<file path="src/rtl/matrix_gen_arbiter.sv">
// Two-requester round-robin arbiter for a shared random matrix generator.
// Each requester owns one pending job; the winner's config drives the generator until the next grant.
module matrix_gen_arbiter #(
  parameter int WIDTH       = 8,
  parameter int TIMEOUT_CYC = 64
) (
  input  logic             clk,
  input  logic             rst,
  input  logic             req0,
  input  logic             req1,
  input  logic [2:0]       row0,
  input  logic [2:0]       col0,
  input  logic [2:0]       row1,
  input  logic [2:0]       col1,
  input  logic [WIDTH-1:0] min0,
  input  logic [WIDTH-1:0] max0,
  input  logic [WIDTH-1:0] min1,
  input  logic [WIDTH-1:0] max1,
  output logic [2:0]       gen_row,
  output logic [2:0]       gen_col,
  output logic [WIDTH-1:0] gen_min,
  output logic [WIDTH-1:0] gen_max,
  output logic             gen_update_en,
  input  logic             gen_update_done,
  output logic [1:0]       grant,
  output logic             ack0,
  output logic             ack1,
  output logic             ack_err,
  output logic             busy,
  output logic             err_sticky
);

  typedef enum logic [1:0] {IDLE, ISSUE, WAIT, ACK} state_t;

  typedef struct packed {
    logic [2:0]       row;
    logic [2:0]       col;
    logic [WIDTH-1:0] lo;
    logic [WIDTH-1:0] hi;
  } cfg_t;

  state_t     state, state_nxt;
  cfg_t       cfg0, cfg1;
  logic       pend0, pend1;
  logic       ptr;        // 1 means requester 1 wins the next tie
  logic       timed_out;
  logic [7:0] cnt;
  logic       win0;
  logic       tmo_hit;

  assign gen_update_en = (state == ISSUE);
  assign busy          = (state != IDLE);
  assign ack0          = (state == ACK) && grant[0];
  assign ack1          = (state == ACK) && grant[1];
  assign ack_err       = (state == ACK) && timed_out;

  // NOTE: every signal written here gets a default first, so no path leaves it unassigned and no latch is inferred.
  always_comb begin
    state_nxt = state;
    win0      = pend0 && (!pend1 || !ptr);
    tmo_hit   = (cnt == 8'(TIMEOUT_CYC - 1));
    case (state)
      IDLE:    if (pend0 || pend1) state_nxt = ISSUE;
      ISSUE:   state_nxt = WAIT;
      WAIT:    if (gen_update_done || tmo_hit) state_nxt = ACK;
      ACK:     state_nxt = IDLE;
      default: state_nxt = IDLE;
    endcase
  end

  // NOTE: sequential state uses non-blocking assignments so every flop samples pre-edge values.
  always_ff @(posedge clk or posedge rst) begin
    if (rst) state <= IDLE;
    else     state <= state_nxt;
  end

  // A new request on the acknowledging edge wins over the clear.
  always_ff @(posedge clk or posedge rst) begin
    if (rst) begin
      pend0 <= 1'b0;
      pend1 <= 1'b0;
      cfg0  <= '0;
      cfg1  <= '0;
    end else begin
      if (req0) begin
        pend0 <= 1'b1;
        cfg0  <= '{row: row0, col: col0, lo: min0, hi: max0};
      end else if (ack0) begin
        pend0 <= 1'b0;
      end
      if (req1) begin
        pend1 <= 1'b1;
        cfg1  <= '{row: row1, col: col1, lo: min1, hi: max1};
      end else if (ack1) begin
        pend1 <= 1'b0;
      end
    end
  end

  always_ff @(posedge clk or posedge rst) begin
    if (rst) begin
      grant      <= 2'b00;
      gen_row    <= 3'd1;
      gen_col    <= 3'd1;
      gen_min    <= '0;
      gen_max    <= '1;
      ptr        <= 1'b0;
      cnt        <= '0;
      timed_out  <= 1'b0;
      err_sticky <= 1'b0;
    end else begin
      case (state)
        IDLE: begin
          if (pend0 || pend1) begin
            grant <= win0 ? 2'b01 : 2'b10;
            {gen_row, gen_col, gen_min, gen_max} <= win0 ? cfg0 : cfg1;
          end
        end
        ISSUE: begin
          cnt       <= '0;
          timed_out <= 1'b0;
        end
        WAIT: begin
          if (!gen_update_done) begin
            if (tmo_hit) timed_out <= 1'b1;
            else         cnt       <= cnt + 8'd1;
          end
        end
        ACK: begin
          grant <= 2'b00;
          ptr   <= grant[0];
          if (timed_out) err_sticky <= 1'b1;
        end
        default: ;
      endcase
    end
  end

endmodule

</file>
<file path="config.mk">
export PLATFORM = sky130hd
export DESIGN_NAME = matrix_gen_arbiter
export DESIGN_NICKNAME = d
export VERILOG_FILES = /design/src/rtl/matrix_gen_arbiter.sv
export SDC_FILE = /design/constraint.sdc
export NUM_CORES = 1
export LEC_CHECK = 0
export CAP_MARGIN = 40
export CORE_MARGIN = 2
export CORE_UTILIZATION = 50
export DETAILED_ROUTE_END_ITERATION = 7
export HOLD_SLACK_MARGIN = 0.05
export PLACE_DENSITY = 0.86
export SETUP_SLACK_MARGIN = 0.2
export SKIP_CTS_REPAIR_TIMING = 1
export SLEW_MARGIN = 20
export SYNTH_ARGS = -nofsm -noshare
export SYNTH_HDL_FRONTEND = slang
export SYNTH_SLANG_ARGS = --single-unit
</file>
<file path="constraint.sdc">
create_clock -name clk -period 3.34 [get_ports clk]
set_input_delay 0.668 -clock clk [delete_from_list [all_inputs] [get_ports clk]]
set_output_delay 0.668 -clock clk [all_outputs]
set_load 0.05 [all_outputs]
</file>
==> flow_summary.ini <==
[power]
power.leakage_nw = 2.01
powerDensity_nw_per_um2 = 857
ir_drop_mv = 0.546
p_seq_share_pct = 35.9
switching_share_pct = 40.6
intPower_mw = 2.35
clkPwrFrac_pct = 19.6
net-switching-power_mw = 1.60
p_total_mw = 3.95
power_frac_comb_pct = 44.5

[critical_path]
required_ps = 2670
worst-setup-path-type = flop to primary output
crit_fanout = 7
worst_path_max_delay_cell = clkdlybuf4s50_1
crit_path_max_incr_delay_ps = 810
worst_ep_arrival_time_ps = 2070
r2r-start = state[0]
crit_start = state[1]
setup.worst_path.end_class = primary output
cp_top_family = buffers and inverters
crit_chain = ha_1 > and2_1 > clkdlybuf4s50_1
start_kind = flop
crit_buf_inv = 1

[clock_tree]
cts_tree = yes
htree_levels = 3
numCtsBuffers = 9
cts.sinks = 83
clock_tree.root_cell = clkbuf_8
cts.path.max_buffers = 2
clk_latency_ps = 350
clk_pin_slew_ps = 70

[logic_synthesis]
avgSynthCellArea_sq_um = 13.2
ys_ff_latch = 83
syn_nets = 318
async_flop_share_pct = 100
synth_area_leaders = dfrtp_1 (53%), mux2_2 (15%), dfstp_2 (7.6%)
synth.largest_area_cell = dfrtp_1
synth_edf_count = 0
ys_dominant_reg_cell = dfrtp_1
synth.distinct_cells = 39
syn-cell-area_sq_um = 3470
syn-instance-count = 264
yosysSeqAreaShare_pct = 60.2
yosys_warnings = 0
netlist.area_leader.share_pct = 52.6

[worst_hold_path]
hp-class = flop to flop
hold_start = err_sticky

[drt]
wl_per_cell_microns = 18.0
vias = 2484
drtIter0Drc = 227
drt_first_pass_iters = 7
ant_nets = 0
routed_wl_microns = 7810
vias_per_cell = 5.74
drc = 0

[finish]
diodes = 0
post-route-util_pct = 68.2
final_nets = 402
fin_cells = 433
syn_to_final_growth_pct = 32.7
drive_gt1_share_pct = 25.5

[sta]
finClkSkew_ps = 10.4
finalSetupViolations = 0
rsz0062_at_grt = false
slew_headroom_pct = 43.1
finalCritPeriodShare_pct = 81.9
max_freq_mhz = 366
worst_pin_slew_ps = 853
slew_viol_final = 0
worst_slack_ps = 605
hold_viol_final = 0
min_period_ps = 2740
final.setup.tns_ps = 0

[placed_design]
gp_congestion = 0.840
port_buffers = 78
preCtsSetupSlack_ps = 987
dp_hpwl_microns = 5450
place_inst = 416

[grt]
grt_max_degree = 49
grt_overflow_total = 0
grt_pass1_wl_microns = 12100
grt_usage_pct = 21.2
grt_antenna_before_repair = 0
grt_pass1_vias = 2511

[status]
outcome = complete, no violations

[die]
std_cell_rows = 30
io_pins = 79
initial_core_util_pct = 51.4
core_area_sq_um = 6760
die_w_microns = 87.3
dieArea_sq_um = 7630
die_h_microns = 87.3

[job]
max-cap-violations = 0
[power by group through the flow]
stage	logic (mW)	registers, mW	clock network [mW]
after floorplan	0.703	1.89	0
after global placement	1.69	1.42	0
after detailed placement	1.76	1.43	0
after CTS	1.76	1.42	0.790
after global routing	1.87	1.45	0.834
final	1.76	1.42	0.773
[layer usage]
layer / wire [microns] / vias to the layer above / track usage [%]
li1: - / 1134 / -
met1: 3040 / 1242 / 25.6
met2: 4120 / 93 / 35.9
met3: 441 / 15 / 3.98
met4: 200 / 0 / 11.2
met5: 0 / - / 0
[final cells by class]
class,count,area (sq um)
flip-flops and latches,83,2090
multi-input cells,138,1220
inverters,31,118
repair buffers,85,862
clock buffers,10,128
well taps,80,100
fillers,493,2150
clock inverters,6,90.1
[layout by cell type (no fill, tap or decap), types with 2 or more instances in the layout]
cell and count:
a21o_1 3, a21oi_1 4, a21oi_2 3, a222oi_1 22, buf_12 2, buf_4 4, bufinv_16 2, clkbuf_8 9
clkdlybuf4s50_1 78, clkinv_2 2, clkinv_4 2, dfrtp_1 73, dfstp_2 10, ha_1 5, inv_1 30, mux2_2 45
nand2_1 14, nand3_1 2, nand4_1 2, nor2_1 6, nor3_1 3, o21ai_0 5, o22a_1 2, o31ai_1 2
[synthesized netlist by cell type (3+ instances only)]
cell	instances
dfrtp_1	73
mux2_2	45
inv_1	31
a222oi_1	22
nand2_1	14
dfstp_2	10
buf_2	7
a21oi_1	6
nor2_1	6
o21ai_0	6
ha_1	5
clkbuf_1	4
a21o_1	3
nor3_1	3
[logic make-up (layout without fill, tap and decap cells)]
logic type / Yosys count / after routing / share of synthesized area (%)
AO/OA/AOI/OAI: 53 / 53 / 12.9
AND/OR/NAND/NOR: 34 / 34 / 5.23
buffers and inverters: 43 / 132 / 5.01
adder cells (fa/ha/maj): 5 / 5 / 1.80
flip-flops: 83 / 83 / 60.2
multiplexers: 46 / 46 / 14.9
[metrics by stage]
step	hold slack, ps	cell area [sq um]
after floorplan	452	3470
after global placement	455	4360
after detailed placement	464	4370
after CTS	477	4590
after global routing	517	4610
final	481	4610
[flip-flops by register name, summed over array words and instances, names as in the netlist, 2 cells and up]
name,count
cfg1,22
gen_col,3
cfg0,22
gen_max,8
cnt,8
gen_row,3
state,2
gen_min,8
grant,2
[worst paths after layout]
kind / endpoint / slack (ps) / depth (start not counted)
max reg2reg: gen_col[1] / 1230 / 7
min: err_sticky / 480 / 1
min reg2reg: err_sticky / 480 / 1
min in group asynchronous: cfg0[17] / 490 / 2
max: ack_err / 600 / 3
max in group asynchronous: gen_max[4] / 2090 / 4
(Power assumes the default switching activity.)
